--- src/rtl/pipe_ctrl_pkg.sv ---
// pipe_ctrl_pkg: shared types and defaults for the pipeline stall/flush sequencer.
// Holds the sequencer state encoding plus register-width and drain-length defaults.
package pipe_ctrl_pkg;

    typedef enum logic [1:0] {
        RUN    = 2'b00,
        DRAIN  = 2'b01,
        HALTED = 2'b10
    } state_e;

    localparam int REG_W        = 3;
    localparam int DRAIN_CYCLES = 3;

endpackage

--- src/rtl/pipe_ctrl_hazard_detect.sv ---
// pipe_ctrl_hazard_detect: combinational load-use hazard compare.
// Ports: ID source specifiers/use flags, EX load flag and destination -> lu_o.
module pipe_ctrl_hazard_detect #(
    parameter int REG_W = 3
) (
    input  logic [REG_W-1:0] ifid_rs,
    input  logic [REG_W-1:0] ifid_rt,
    input  logic             ifid_rs_used,
    input  logic             ifid_rt_used,
    input  logic             idex_mem_read,
    input  logic [REG_W-1:0] idex_rd,
    output logic             lu_o
);

    logic rs_hit;
    logic rt_hit;

    // No register is exempt: a load to r0 still stalls a reader of r0.
    assign rs_hit = ifid_rs_used & (ifid_rs == idex_rd);
    assign rt_hit = ifid_rt_used & (ifid_rt == idex_rd);
    assign lu_o   = idex_mem_read & (rs_hit | rt_hit);

endmodule

--- src/rtl/pipe_ctrl.sv ---
// pipe_ctrl: stall/flush sequencer for the 5-stage pipeline plus halt-drain FSM.
// Ports: hazard/redirect/memory-busy/halt inputs -> PC and latch _we/_flush, halted.
module pipe_ctrl #(
    parameter int REG_W        = pipe_ctrl_pkg::REG_W,
    parameter int DRAIN_CYCLES = pipe_ctrl_pkg::DRAIN_CYCLES
) (
    input  logic             clk,
    input  logic             rst,
    input  logic [REG_W-1:0] ifid_rs,
    input  logic [REG_W-1:0] ifid_rt,
    input  logic             ifid_rs_used,
    input  logic             ifid_rt_used,
    input  logic             ifid_halt,
    input  logic             idex_mem_read,
    input  logic [REG_W-1:0] idex_rd,
    input  logic             ex_redirect,
    input  logic             imem_stall,
    input  logic             dmem_stall,
    output logic             pc_we,
    output logic             ifid_we,
    output logic             idex_we,
    output logic             exmem_we,
    output logic             dmwb_we,
    output logic             ifid_flush,
    output logic             idex_flush,
    output logic             exmem_flush,
    output logic             dmwb_flush,
    output logic             halted
);

    import pipe_ctrl_pkg::*;

    localparam logic [1:0] CNT_INIT = 2'(DRAIN_CYCLES - 1);

    state_e     state_q, state_d;
    logic [1:0] cnt_q, cnt_d;
    logic       lu;

    pipe_ctrl_hazard_detect #(
        .REG_W(REG_W)
    ) u_hazard (
        .ifid_rs      (ifid_rs),
        .ifid_rt      (ifid_rt),
        .ifid_rs_used (ifid_rs_used),
        .ifid_rt_used (ifid_rt_used),
        .idex_mem_read(idex_mem_read),
        .idex_rd      (idex_rd),
        .lu_o         (lu)
    );

    always_comb begin
        pc_we       = 1'b0;
        ifid_we     = 1'b0;
        idex_we     = 1'b0;
        exmem_we    = 1'b0;
        dmwb_we     = 1'b0;
        ifid_flush  = 1'b0;
        idex_flush  = 1'b0;
        exmem_flush = 1'b0;
        dmwb_flush  = 1'b0;
        halted      = 1'b0;
        state_d     = state_q;
        cnt_d       = cnt_q;

        if (!rst) begin
            unique case (state_q)
                RUN: begin
                    if (dmem_stall) begin
                        dmwb_we    = 1'b1;
                        dmwb_flush = 1'b1;
                    end else if (ex_redirect) begin
                        // Squashes ID and EX; the hazard and halt
                        // inputs describe those dead instructions.
                        pc_we      = 1'b1;
                        ifid_we    = 1'b1;
                        idex_we    = 1'b1;
                        exmem_we   = 1'b1;
                        dmwb_we    = 1'b1;
                        ifid_flush = 1'b1;
                        idex_flush = 1'b1;
                    end else if (lu) begin
                        idex_we    = 1'b1;
                        idex_flush = 1'b1;
                        exmem_we   = 1'b1;
                        dmwb_we    = 1'b1;
                    end else begin
                        pc_we      = !imem_stall;
                        ifid_we    = 1'b1;
                        ifid_flush = imem_stall;
                        idex_we    = 1'b1;
                        exmem_we   = 1'b1;
                        dmwb_we    = 1'b1;
                        if (ifid_halt) begin
                            state_d = DRAIN;
                            cnt_d   = CNT_INIT;
                        end
                    end
                end
                DRAIN: begin
                    if (dmem_stall) begin
                        dmwb_we    = 1'b1;
                        dmwb_flush = 1'b1;
                    end else begin
                        // Fetch is frozen; only bubbles follow the HALT.
                        ifid_we    = 1'b1;
                        ifid_flush = 1'b1;
                        idex_we    = 1'b1;
                        exmem_we   = 1'b1;
                        dmwb_we    = 1'b1;
                        if (cnt_q == 2'd0) begin
                            state_d = HALTED;
                        end else begin
                            cnt_d = cnt_q - 2'd1;
                        end
                    end
                end
                HALTED: begin
                    halted = 1'b1;
                end
                default: begin
                    state_d = RUN;
                    cnt_d   = 2'd0;
                end
            endcase
        end
    end

    always_ff @(posedge clk) begin
        if (rst) begin
            state_q <= RUN;
            cnt_q   <= 2'd0;
        end else begin
            state_q <= state_d;
            cnt_q   <= cnt_d;
        end
    end

endmodule
--- config.mk ---
export PLATFORM = sky130hd
export DESIGN_NAME = pipe_ctrl
export DESIGN_NICKNAME = d
export VERILOG_FILES = /design/src/rtl/pipe_ctrl_pkg.sv /design/src/rtl/pipe_ctrl_hazard_detect.sv /design/src/rtl/pipe_ctrl.sv
export SDC_FILE = /design/constraint.sdc
export NUM_CORES = 1
export LEC_CHECK = 0
export CORE_AREA = 2 2 39 41
export CTS_BUF_LIST = sky130_fd_sc_hd__clkbuf_4 sky130_fd_sc_hd__clkbuf_8 sky130_fd_sc_hd__clkbuf_16
export CTS_CLUSTER_DIAMETER = 200
export DETAILED_ROUTE_END_ITERATION = 16
export DIE_AREA = 0 0 41 43
export PLACE_DENSITY = 0.72
export SETUP_SLACK_MARGIN = 0.05
export SYNTH_ARGS = -nofsm -noshare
export SYNTH_HDL_FRONTEND = slang
export SYNTH_SLANG_ARGS = --single-unit
--- constraint.sdc ---
create_clock -name clk -period 3.1 [get_ports clk]
set_input_delay 0.62 -clock clk [delete_from_list [all_inputs] [get_ports clk]]
set_output_delay 0.62 -clock clk [all_outputs]
set_load 0.01 [all_outputs]
==> results.tsv <==
metric	value	unit
Bufs on Longest Clock Path	2	
sum of negative setup slack	0	ns
Avg Cell Area, Syn	8.071	um2
clock slew at the register clock pins of the worst setup and hold paths	0.03	ns
post-DR vias/cell	4.885	
WP data arrival	2.35	ns
TritonRoute pass-1 iters	4	
total track usage	13.86	%
count of unique library cells instantiated by Yosys	29	
fin crit share	95.89	%
Sw Pwr	57.16	uW
Peak Freq	336.4	MHz
sequential share of power	27.7	%
clock power share	33.6	%
Synth Cell Area	411.6	um2
Ports	28	
non-filler cells, final	96	
Max Slew Vio Count	0	
antenna cells	0	
Period minus WS final	2.973	ns
die area	1763	um2
GRT overflow	0	
dpl hpwl	846.2	um
worst hold slack	0.5189	ns
Leak Pwr	0.2792	nW
RePlAce Congestion	0.7582	
Fillers	141	
CTS root buf	clkbuf_4	
critical path's most frequent cell	clkdlybuf4s50_1	
H-Tree Depth	1	
skew final	0.009618	ns
DP Cell Count	92	
Worst setup SP type	input pin	
Largest stage delay, worst path	0.59	ns
clock sink count	4	
Yosys top cell area share	19.45	%
Most used DFF post-synth	dfxtp_1	
area grow syn2layout	75.99	%
status	finished clean	
Chip Width	41	um
CORE AREA	1384	um2
clk_lat worst skew	0.25	ns
DRC	0	
initial core utilization	29.75	%
first-pass GRT wire length	1628	um
Buf+Inv Stages, Crit Path	2	
Area after DPL	686.9	um2
Post-Syn Nets	70	
total power	203.3	uW
share of the yosys chip area belonging to registers	19.45	%
Hold Vio Cnt, Final	0	
final WL	1014	um
FF+latch count, synth	4	
layout cells sized above 1	15.00	%
peak supply drop	0.1342	mV
Cell Rows	14	
critical path's top delay family	buffers and inverters	
Critical Path, Cell by Cell	clkdlybuf4s50_1 -> or3_4 -> o41ai_1 -> clkdlybuf4s50_1	
CTS tree	built	
Initial DRC Count	6	
crit path max fanout	5	
CTS Buf Count	3	
hold crit path type	flip-flop to flip-flop	
NumNets Final	101	
vias in the first global route	405	
via count	469	
Comb pwr share	38.7	%
Crit Path Category	input pin to output port	
largest net degree at the start of global routing	9	
CP max stage cell	clkdlybuf4s50_1	
internal power	146.2	uW
initial antenna violation count	0	
chip height	43	um
sw frac	28.11	%
final setup violation count	0	
IO Port Bufs	26	
RSZ-0062 raised after global routing	no	
Ys Warns	0	
post-route ant nets	0	
Wirelength per Cell	10.56	um
CP required	2.48	ns
area leader, netlist	dfxtp_1	
Worst Setup End Kind	output port	
PwrDens	280.6	nW/um2
Area contributors post-synth	dfxtp_1 (19%), xnor2_1 (13%), mux2i_1 (4.9%)	
EDFF count, synth	0	
ys async rst share	0	%
Mapped Cells	51	
fin area	724.4	um2
max-capacitance violation count	0	
final cells by class:
type	instances	area, um2	area share (%)
sequential	4	80.08	11.05
clock buffer	3	22.52	3.109
inverter	4	15.01	2.073
multi-input combinational	40	304.0	41.97
timing repair buffer	29	282.8	39.03
tap	16	20.02	2.763
per-layer routing:
layer | global-route usage [%] | share of wire [%]
met1 | 15.43 | 41
met2 | 21.56 | 52
met3 | 3.141 | 4.8
met4 | 10.00 | 1.9
met5 | 0 | 0
path summary, 6_finish.rpt:
| path | cells past startpoint | startpoint | to | slack, ns |
|---|---|---|---|---|
| max | 4 | dmem_stall | pc_we | 0.13 |
| min | 2 | cnt_q[1]$_SDFFE_PP0P_ | cnt_q[1]$_SDFFE_PP0P_ | 0.52 |
| max reg2reg | 3 | state_q[0]$_SDFFE_PP0P_ | state_q[0]$_SDFFE_PP0P_ | 1.72 |
| min reg2reg | 2 | cnt_q[1]$_SDFFE_PP0P_ | cnt_q[1]$_SDFFE_PP0P_ | 0.52 |
timing repair:
item | in CTS | in global routing
endpoints found under the hold margin | 0 | 0
setup endpoints to repair | 0 | 4
hold buffers | 0 | 0
buffers inserted | 0 | 1
resized for setup | 0 | 1
metrics by stage:
step / setup WS (ns) / util, %
2_1_floorplan: 0.9759 / -
3_3_place_gp: 0.1044 / 49.64
3_5_place_dp: 0.07156 / 49.64
4_1_cts: 0.07803 / 51.27
5_1_grt: 0.04841 / 52.35
6_report: 0.1275 / 52.35
tightest hold or removal path, cell delays in order (launching register included):
cell      delay (ns)
dfxtp_1         0.30
inv_1           0.08
a311oi_2        0.09
cells by family after synthesis:
logic type      count (synthesis)  synth area share, %
compound gates                 12                25.53
simple gates                   18                24.93
other cells                     1               0.9110
buf+inv                         7                8.507
xor+xnor                        6                12.77
fa+ha+maj                       1                3.039
mux                             2                4.863
flops                           4                19.45
registers in the layout, summed over array words and instances, names as in the netlist:
name and flops:
cnt_q 2, state_q 2
Yosys cell counts, types with 2 or more instances:
cell type / n
xnor2_1: 6
dfxtp_1: 4
inv_1: 4
a21oi_1: 3
nand2_1: 3
nor2_1: 3
buf_4: 2
mux2i_1: 2
nand3_1: 2
nand4_1: 2
nor2_2: 2
power by group through the flow:
stage / Sequential (mW) / Clock, mW / Combinational, mW
after floorplan: 0.0556 / 0 / 0.0357
after global placement: 0.0571 / 0 / 0.0766
after detailed placement: 0.0571 / 0 / 0.0771
after CTS: 0.0563 / 0.0686 / 0.0775
after global routing: 0.0567 / 0.0724 / 0.0856
final: 0.0563 / 0.0683 / 0.0786
cells in the final DEF, fill, tap and decap left out, types with 2 or more instances in the layout:
| cell | count |
|---|---|
| dfxtp_1 | 4 |
| xnor2_1 | 6 |
| mux2i_1 | 2 |
| nor2_1 | 3 |
| inv_1 | 4 |
| a21oi_1 | 3 |
| clkdlybuf4s50_1 | 26 |
| clkbuf_4 | 3 |
| buf_4 | 3 |
| nand4_1 | 2 |
| nor2_2 | 2 |
| nand2_1 | 3 |
| nand3_1 | 2 |
(Power assumes the default switching activity.)
